--- config.mk ---
export PLATFORM = sky130hd
export DESIGN_NAME = sar_search
export DESIGN_NICKNAME = d
export VERILOG_FILES = /design/src/rtl/sar_pkg.sv /design/src/rtl/sar_search.sv
export SDC_FILE = /design/constraint.sdc
export NUM_CORES = 1
export LEC_CHECK = 0
export ABC_AREA = 1
export CAP_MARGIN = 20
export CORE_AREA = 4 4 41 43
export CTS_CLUSTER_DIAMETER = 60
export DETAILED_ROUTE_END_ITERATION = 10
export DIE_AREA = 0 0 45 47
export SLEW_MARGIN = 20
export SYNTH_ARGS = -nofsm -noshare
export SYNTH_HDL_FRONTEND = slang
export SYNTH_SLANG_ARGS = --single-unit
--- constraint.sdc ---
create_clock -name clk -period 1.15 [get_ports clk]
set_input_delay 0.1725 -clock clk [delete_from_list [all_inputs] [get_ports clk]]
set_output_delay 0.1725 -clock clk [all_outputs]
set_load 0.02 [all_outputs]
--- src/rtl/sar_pkg.sv ---
`default_nettype none
// ============================================================================
//  Module      : sar_pkg
//  Description : Shared types and constants for the successive-approximation
//                search engine (state encoding, default width, trial helper).
//  Revision    : 1.0 - initial release
// ============================================================================
package sar_pkg;

    // Default trial/result width matches the existing 2-bit comparator.
    localparam int SAR_DEFAULT_WIDTH = 2;

    // Search controller states, explicit 2-bit encoding.
    typedef enum logic [1:0] {
        IDLE = 2'b00,
        TEST = 2'b01,
        DONE = 2'b10
    } state_t;

    // Width of the bit-index register; at least one bit even for WIDTH=1.
    function automatic int sar_idx_width(input int width);
        return (width > 1) ? $clog2(width) : 1;
    endfunction

endpackage : sar_pkg
`default_nettype wire

--- src/rtl/sar_search.sv ---
`default_nettype none
// ============================================================================
//  Module      : sar_search
//  Description : Successive-approximation search engine. Drives the trial
//                operand of an external greater-or-equal comparator and
//                recovers the unknown value one bit per cycle, MSB first.
//  Revision    : 1.0 - initial release
//
//  Parameters
//    WIDTH   : bit width of trial and result (>= 1)
//
//  Ports
//    clk     : rising-edge clock
//    rst_n   : asynchronous active-low reset
//    start   : request a new search, sampled only in IDLE
//    abort   : (SAR_ABORT_EN only) cancel a search in progress
//    cmp_ge  : comparator response, 1 iff unknown >= trial (same cycle)
//    trial   : current trial value driven to the comparator
//    busy    : high while the search is in TEST
//    done    : one-cycle pulse when result is updated
//    result  : last recovered value, held until the next completion
//
//  Configuration macro
//    SAR_ABORT_EN : adds the abort input; undefined means searches always
//                   run to completion.
// ============================================================================
module sar_search
    import sar_pkg::*;
#(
    parameter int WIDTH = SAR_DEFAULT_WIDTH
) (
    input  logic             clk,
    input  logic             rst_n,
    input  logic             start,
`ifdef SAR_ABORT_EN
    input  logic             abort,
`endif
    input  logic             cmp_ge,
    output logic [WIDTH-1:0] trial,
    output logic             busy,
    output logic             done,
    output logic [WIDTH-1:0] result
);

    localparam int               IDX_W     = sar_idx_width(WIDTH);
    localparam logic [WIDTH-1:0] TRIAL_MSB = WIDTH'(1) << (WIDTH - 1);
    localparam logic [IDX_W-1:0] IDX_TOP   = IDX_W'(WIDTH - 1);

    state_t           r_state;
    logic [IDX_W-1:0] r_idx;

    logic [WIDTH-1:0] w_bit_mask;
    logic [WIDTH-1:0] w_resolved;
    logic [WIDTH-1:0] w_next_trial;
    logic             w_abort;

`ifdef SAR_ABORT_EN
    assign w_abort = abort;
`else
    assign w_abort = 1'b0;
`endif

    // Only the bit under test may change: it is kept when the unknown is at
    // least the trial, cleared otherwise. Bits above it are already final.
    assign w_bit_mask   = WIDTH'(1) << r_idx;
    assign w_resolved   = cmp_ge ? trial : (trial & ~w_bit_mask);
    // Tentatively set the next lower bit; shifts out to zero at bit 0.
    assign w_next_trial = w_resolved | (w_bit_mask >> 1);

    always_ff @(posedge clk or negedge rst_n) begin
        if (!rst_n) begin
            r_state <= IDLE;
            r_idx   <= IDX_TOP;
            trial   <= '0;
            busy    <= 1'b0;
            done    <= 1'b0;
            result  <= '0;
        end else begin
            case (r_state)
                IDLE: begin
                    done  <= 1'b0;
                    busy  <= 1'b0;
                    trial <= '0;
                    if (start) begin
                        trial   <= TRIAL_MSB;
                        r_idx   <= IDX_TOP;
                        busy    <= 1'b1;
                        r_state <= TEST;
                    end
                end

                TEST: begin
                    if (w_abort) begin
                        // Cancel: result keeps its previous value, no pulse.
                        trial   <= '0;
                        busy    <= 1'b0;
                        r_state <= IDLE;
                    end else if (r_idx != '0) begin
                        trial <= w_next_trial;
                        r_idx <= r_idx - IDX_W'(1);
                    end else begin
                        result  <= w_resolved;
                        trial   <= '0;
                        busy    <= 1'b0;
                        done    <= 1'b1;
                        r_state <= DONE;
                    end
                end

                DONE: begin
                    // start is ignored here; a new search is taken from IDLE.
                    done    <= 1'b0;
                    r_state <= IDLE;
                end

                default: begin
                    trial   <= '0;
                    busy    <= 1'b0;
                    done    <= 1'b0;
                    r_state <= IDLE;
                end
            endcase
        end
    end

endmodule : sar_search
`default_nettype wire

=== Word-level counts from Yosys, hierarchy flattened ===
Cells that the tools add are included.

* Memories kept: 0
* Output and inout bits: 6
* Latch bits: 0
* Bits in writable memories: 0
* Register bits: 9
* Word-level logic and storage cells: 38
* Input port bits: 4
* Memory bits (read-only): 0

* Shift-type cells: 1
* Multiplexer cells: 15
* Reduce and logical (&&, ||, !) cells: 6
* Add/subtract/negate cells: 1
* Eq/ne operators: 4
* Div/mod/pow operators: 0
* Bitwise logic cells: 5
* Magnitude comparators: 0
* Multipliers: 0

{| class="wikitable"
|+ Operators with widths
! kind !! count
|-
| 2-bit 2-to-1 mux || 5
|-
| 2-bit AND reduction || 4
|-
| 1-bit 2-to-1 mux || 6
|-
| 2-bit one-hot mux with 3 select lines || 1
|-
| 2-bit inequality test (second input constant) || 2
|-
| 2-bit one-hot mux with 2 select lines || 1
|-
| 1-bit one-hot mux with 3 select lines || 1
|-
| 2-bit AND || 1
|-
| 2-bit by 1-bit == test with 1-bit output (second input constant) || 1
|-
| 2-bit == test (second input constant) || 1
|-
| 2-bit zero test || 1
|-
| 1-bit NOT || 2
|-
| 2-bit NOT || 1
|-
| 2-bit by 1-bit OR with 2-bit output || 1
|-
| 1-bit one-hot mux with 2 select lines || 1
|-
| 2-bit nonzero test || 1
|-
| 1-bit by 1-bit << shifter with 2-bit output (first input constant) || 1
|-
| 1-bit subtractor (second input constant) || 1
|}

=== Depth between registers and ports, before layout ===
Gate-level depths: netlist of the first run.

* Depth in word-level cells: 7
* Mapped depth: 5
* Mapped depth without buffers: 5

=== Least setup slack after synthesis of the first run ===
Ideal clock, no wire load.

* Path type: reg2reg
* Start point: reg r_idx
* End point: reg busy
* Clock period less this slack: 0.858 ns
* Stages on the path, launching flop included: 5
* Library setup time: 0.067 ns
* Path buffers: 0
* Path slack: 0.292 ns
* Arrival time: 0.791 ns
* Cell sequence: dfstp_2 -> nand3_1 -> nand2_1 -> nand2_1 -> nand2_1

* Longest elaborated chain between the ends: 2

{| class="wikitable"
|+ Ends and longest elaborated chain
! item !! RTL line !! source
|-
| start, declared || sar_search.sv:50 || <nowiki>logic [IDX_W-1:0] r_idx;</nowiki>
|-
| start signal, assigned || sar_search.sv:100 || <nowiki>r_idx <= r_idx - IDX_W'(1);</nowiki>
|-
| 2-bit inequality test (no source line) || - ||
|-
| 2-bit AND reduction (no source line) || - ||
|-
| end signal, assigned || sar_search.sv:75 || <nowiki>busy <= 1'b0;</nowiki>
|-
| end signal, assigned || sar_search.sv:82 || <nowiki>busy <= 1'b0;</nowiki>
|-
| end signal, assigned || sar_search.sv:87 || <nowiki>busy <= 1'b1;</nowiki>
|-
| end, declared || sar_search.sv:40 || <nowiki>output logic busy,</nowiki>
|}

No other way between the ends.
A chain may end at the register's enable or synchronous reset.

=== Worst setup path in the final report of the first run ===
* Start point: reg result[0]
* End point: out result[0]

{| class="wikitable"
|+ RTL lines
! item !! RTL line !! source
|-
| start, declared || sar_search.sv:42 || <nowiki>output logic [WIDTH-1:0] result</nowiki>
|-
| start signal, assigned || sar_search.sv:102 || <nowiki>result <= w_resolved;</nowiki>
|}

No word-level cell between the ends.

==> summary.txt, run 1 <==
RUN STATUS
--------------------------------------------------------------------------------
Status ............................................................ finished, final reports clean

POWER
--------------------------------------------------------------------------------
Sw frac ...........................................................        40.2%
Part of the power in the clock network ............................        17.6%
Power Internal ....................................................       837 uW
Static Leakage ....................................................     0.275 nW
Power Total .......................................................      1.40 mW
Worst VDD drop ....................................................     0.978 mV
Switching power summed over all nets ..............................       563 uW
Cell area power density ........................................... 2760 nW/um^2
Seq pwr share .....................................................        40.8%
Share of total power in combinational logic .......................        41.6%

SYNTH
--------------------------------------------------------------------------------
Dominant cell type by area after synthesis ........................ sky130_fd_sc_hd__dfrtp_1
Avg Cell Area, Syn ................................................    8.73 um^2
Netlist area before placement .....................................     358 um^2
Most used DFF post-synth .......................................... sky130_fd_sc_hd__dfrtp_1
Nets in the synthesized netlist ...................................           45
Number of synthesis warnings ......................................            0
Netlist cell types ................................................            8
Cells after synthesis .............................................           41
Yosys top cell area share .........................................        55.9%
Most used standard cell by instance count after synthesis ......... sky130_fd_sc_hd__nand2_1
Top cell types by occurrence after synthesis ...................... sky130_fd_sc_hd__nand2_1 (16), sky130_fd_sc_hd__dfrtp_1 (8), sky130_fd_sc_hd__nand3_1 (6)
Share of synthesized flip-flops with an asynchronous set or reset .         100%
Sequential element share of the synthesized area ..................        63.3%
Total of flip-flops plus latches after synthesis ..................            9
Cell types occupying the most area after synthesis ................ sky130_fd_sc_hd__dfrtp_1 (56%), sky130_fd_sc_hd__nand2_1 (17%), sky130_fd_sc_hd__nand3_1 (8.4%)
Number of enable-type register cells in the synthesized netlist ...            0

CLOCK NETWORK
--------------------------------------------------------------------------------
Depth of the CTS H-tree ...........................................            1
TritonCTS Buffers .................................................            3
Library cell used as clock root buffer ............................ sky130_fd_sc_hd__clkbuf_4
Post-CTS Hold Fix Bufs ............................................            0
Clock tree from TritonCTS .........................................         done
CTS sink count ....................................................            9
Post-CTS setup repair buffer count ................................            0
Clk buf depth .....................................................            2
Clock slew at reported path FFs ...................................      0.06 ns
Insertion delay to the later sink of the worst-skew pair ..........      0.26 ns

FLOORPLANNING
--------------------------------------------------------------------------------
Die boundary width ................................................        45 um
Number of placed I/O pins .........................................           10
Core footprint ....................................................    1300 um^2
Number of rows in the core area ...................................           13
Full die area .....................................................    2120 um^2
Effective utilization at floorplan ................................        27.5%
Height of the die .................................................        47 um

ROUTING
--------------------------------------------------------------------------------
Final routed wire length divided by cell count ....................      10.5 um
Number of nets with antenna violations after routing ..............            0
Routed vias .......................................................          304
Final wirelength ..................................................       742 um
Via-per-instance ratio ............................................         4.28
DRT iter0 DRCs ....................................................           11
Number of detailed-routing iterations run before antenna repair ...            4
DRC viols .........................................................            0

GLOBAL ROUTING
--------------------------------------------------------------------------------
All-layer global routing usage ....................................        9.27%
Maximum number of pins on one net before global-route repair ......           10
Number of antenna violations at the first check in global routing .            0
Residual overflow from global routing .............................            0
Via count of the first global-routing pass ........................          321
Wire length of the first global-routing pass ......................      1.26 mm

STA
--------------------------------------------------------------------------------
RSZ-0062 raised after global routing ..............................        false
Total count of max-transition violations in the final report ......            0
Post-route clock period utilization ...............................        96.2%
Transition at the pin with the smallest max-transition slack ......     0.411 ns
# setup viols final ...............................................            0
Setup tns final ...................................................         0 ns
Hold slack ........................................................     0.205 ns
Timing-limited maximum frequency ..................................      904 MHz
Minimum period implied by the final worst setup slack .............      1.11 ns
Fin. Hold Viols ...................................................            0
Clock Skews .......................................................  0.000710 ns
Slew HR ...........................................................        72.5%

PLACED DESIGN
--------------------------------------------------------------------------------
DPL Wire Length ...................................................       561 um
Port bufs .........................................................            9
Global placer's final weighted congestion .........................        0.758
Instance area after placement .....................................     482 um^2

CRITICAL PATH
--------------------------------------------------------------------------------
Cells along the critical path ..................................... clkdlybuf4s15_1
Type of origin of the critical path ...............................         flop
Worst path slowest cell ........................................... sky130_fd_sc_hd__dfrtp_1
Signal arrival time at the worst endpoint .........................      0.93 ns
Largest delay contributor family on the critical path .............   flip-flops
CP bufs+invs ......................................................            1
Critical Setup Path Class ......................................... flop to output port
Maximum single-stage delay on the critical path ...................      0.38 ns
Kind of end point of the critical path ............................  output port
Worst EP required .................................................      0.98 ns
CP max FO .........................................................            2

JOB
--------------------------------------------------------------------------------
Count of maximum capacitance violations ...........................            0

CELLS AND AREA
--------------------------------------------------------------------------------
Antenna diodes ....................................................            0
Net count, final ..................................................           61
Fillers ...........................................................          141
Synth-to-layout area growth .......................................        42.0%
Post-route standard cell area excluding fillers ...................     508 um^2
Fraction of layout cells with a size suffix above 1 ...............        12.5%

HOLD PATH
--------------------------------------------------------------------------------
Path category of the worst min-delay check ........................ input pin to asynchronous set/reset pin

layout by cell type, fill, tap and decap left out, drive strengths merged:
master and count:
inv 5, nor2 4, nand3 6, clkdlybuf4s15 6, buf 2, dfstp 1
dfrtp 8, clkdlybuf4s50 3, nand2 16, clkbuf 4, o21ai 1
stage by stage:
stage               worst slack, ns  util, %  std cells
floorplan                     0.292        -         41
global placement             0.0443     37.0         67
detailed placement           0.0198     37.0         67
CTS                        0.000499     38.6         71
global route                0.00949     39.0         71
finish                       0.0433     39.0         71
cells by family (layout without fill, tap and decap cells):
family	after synthesis	after routing	share of synthesized area, %
AND/OR/NAND/NOR	26	26	30.1
flip-flops	9	9	63.3
buffers and inverters	5	20	5.25
AO/OA/AOI/OAI	1	1	1.40
what timing repair did:
item / in CTS / in global routing
gates resized for setup: 7 / 5
pin swaps: 0 / 0
setup endpoints to repair: 6 / 5
endpoints found under the hold margin: 0 / 0
area by class of cell:
cell class | count | area, um^2 | share of cell area (%)
sequential | 9 | 226 | 44.6
multi-input combinational | 27 | 113 | 22.2
timing repair buffer | 11 | 105 | 20.7
clock buffer | 4 | 26.3 | 5.17
inverter | 5 | 18.8 | 3.69
tap | 15 | 18.8 | 3.69
registers in the layout, summed over array words and instances (netlist names):
name,count
busy,1
done,1
r_idx,1
r_state,2
result,2
trial,2
power groups by stage:
stage	Combinational [mW]	Sequential, mW	Clock [mW]
floorplan	0.241	0.671	0
global placement	0.633	0.569	0
detailed placement	0.633	0.577	0
CTS	0.580	0.569	0.259
global route	0.657	0.594	0.272
finish	0.583	0.571	0.247
worst paths after layout:
path                            start        end  slack [ns]  cells past startpoint
setup / recovery            result[0]  result[0]        0.04                      1
hold / removal                  rst_n   trial[1]        0.21                      1
setup reg to reg           r_state[0]  result[0]        0.21                      5
hold reg to reg             result[1]  result[1]        0.48                      2
max in group asynchronous       rst_n      r_idx        0.62                      1
min in group clk            result[1]  result[1]        0.48                      2
metal layers:
metal	vias up	track usage (%)	wire length, um
met5	-	0	0
met1	131	9.86	337
li1	156	-	-
met3	4	2.30	37
met4	0	12.3	35
met2	13	13.3	332
(Power assumes the default switching activity.)
==> inputs of run 2 (changes only) <==
--- a/config.mk
+++ b/config.mk
@@ -6,7 +6,6 @@
 export NUM_CORES = 1
 export LEC_CHECK = 0
 export ABC_AREA = 1
-export CAP_MARGIN = 20
 export CORE_AREA = 4 4 41 43
 export CTS_CLUSTER_DIAMETER = 60
 export DETAILED_ROUTE_END_ITERATION = 10
==> results of run 2 <==
No change in the layout: final DEF, timing and power equal those of run 1.
==> variant: new RTL, config.mk and constraints of run 2 <==
`SAR_DEFAULT_WIDTH`: 2 -> 4.
--- a/src/rtl/sar_pkg.sv
+++ b/src/rtl/sar_pkg.sv
@@ -10,3 +10,3 @@
     // Default trial/result width matches the existing 2-bit comparator.
-    localparam int SAR_DEFAULT_WIDTH = 2;
+    localparam int SAR_DEFAULT_WIDTH = 4;
 
Interface: changed (resized result and trial); port bits go from 10 to 14. The function was not compared with the original's and may differ.
==> variant against run 2 <==
The run now ends with negative setup slack left. Routed wire length is 110% higher. Synthesized area is 98% higher. Setup slack worse by 0.12 ns. Critical endpoint is now result[3]$_DFFE_PN0P_. Hold slack worse by 0.029 ns. Sequential cell count is 5 higher. Power is 97% higher. Non-clock buffer count is 13 higher. Utilization is 35 points higher. Cell area is 91% higher.
==> variant: results <==
export IMPL_worstRegToRegCells=6
export IMPL_post_cts_buffers=3
export IMPL_final_seq_area_um2=352.8
export IMPL_fillCellCount=102
export IMPL_hpwl_mm=1.102
export IMPL_place_area_um2=927.1
export IMPL_hold_ws_ns=0.1765
export IMPL_skew_ns=0.009896
export IMPL_num_nets_final=123
export IMPL_worstPathArrival_ns=1.41
export IMPL_grt_pass1_vias=664
export IMPL_rr_endpoint="result[3]$_DFFE_PN0P_"
export IMPL_ir_drop_mv=1.811
export IMPL_fin_ws_ns=-0.07953
export IMPL_status="finished with violations"
export IMPL_slowest_delay_ns=0.58
export IMPL_grt_pass1_wl_mm=2.697
export IMPL_slowest_stage="dfstp_2"
export IMPL_p_leak_nw=0.5406
export IMPL_yosys_top_cells_area="dfrtp_1, nand2_1, dfstp_2"
export IMPL_track_usage_pct=17.86
export IMPL_clk_pin_slew_ns=0.09
export IMPL_violations="negative setup slack"
export IMPL_via_count=633
export IMPL_rr_startpoint="r_idx[0]$_DFFE_PN1P_"
export IMPL_synthTopCellsByCount="nand2_1, dfrtp_1, inv_1"
export IMPL_setup_viol=12
export IMPL_max_slew_margin_pct=75.48
export IMPL_switchingPower_w=0.001189
export IMPL_gp_congestion=0.8441
export IMPL_top_regs="result (4), trial (4)"
export IMPL_syn_nets=95
export IMPL_port_buffers=13
export IMPL_dr_wl_met2_um=768
## variant: worst max-delay path by stage
stage                               startpoint                     to  slack, ns  cells after the start
final                     r_idx[0]$_DFFE_PN1P_  result[3]$_DFFE_PN0P_      -0.08                      6
after global routing      r_idx[0]$_DFFE_PN1P_   trial[3]$_DFFE_PN0P_      -0.15                      7
after CTS                 r_idx[0]$_DFFE_PN1P_   trial[3]$_DFFE_PN0P_      -0.09                      7
after detailed placement  r_idx[0]$_DFFE_PN1P_       busy$_DFFE_PN0P_      -0.09                      7
after global placement    r_idx[0]$_DFFE_PN1P_       busy$_DFFE_PN0P_      -0.05                      7
after floorplan           r_idx[0]$_DFFE_PN1P_       busy$_DFFE_PN0P_    -0.0009                      7
## variant: power groups by stage
| stage | clock network (W) | logic [W] | registers (W) |
|---|---|---|---|
| floorplan | 0 | 0.000797 | 0.00104 |
| global placement | 0 | 0.00146 | 0.000916 |
| detailed placement | 0 | 0.00148 | 0.000930 |
| CTS | 0.000368 | 0.00151 | 0.000915 |
| global route | 0.000380 | 0.00166 | 0.000957 |
| finish | 0.000363 | 0.00148 | 0.000920 |
## variant: through the flow
stage / cells / TNS (ns) / setup slack [ns]
finish: 129 / -0.5165 / -0.07953
global route: 129 / -1.463 / -0.1539
CTS: 129 / -0.5657 / -0.08877
detailed placement: 122 / -0.4290 / -0.09259
global placement: 122 / -0.1876 / -0.04594
floorplan: 87 / -0.0009389 / -0.0009389
## variant: area by class of cell
type | instances | area share, %
Timing Repair Buffer | 24 | 18.60
Clock buffer | 4 | 3.747
Multi-Input combinational cell | 60 | 34.63
Sequential cell | 14 | 36.43
Tap cell | 15 | 1.938
Inverter | 12 | 4.651
## variant: logic make-up after synthesis
group	share of synthesized area (%)
compound gates	3.879
fa+ha+maj	7.055
flops	49.74
buf+inv	7.936
simple gates	31.39
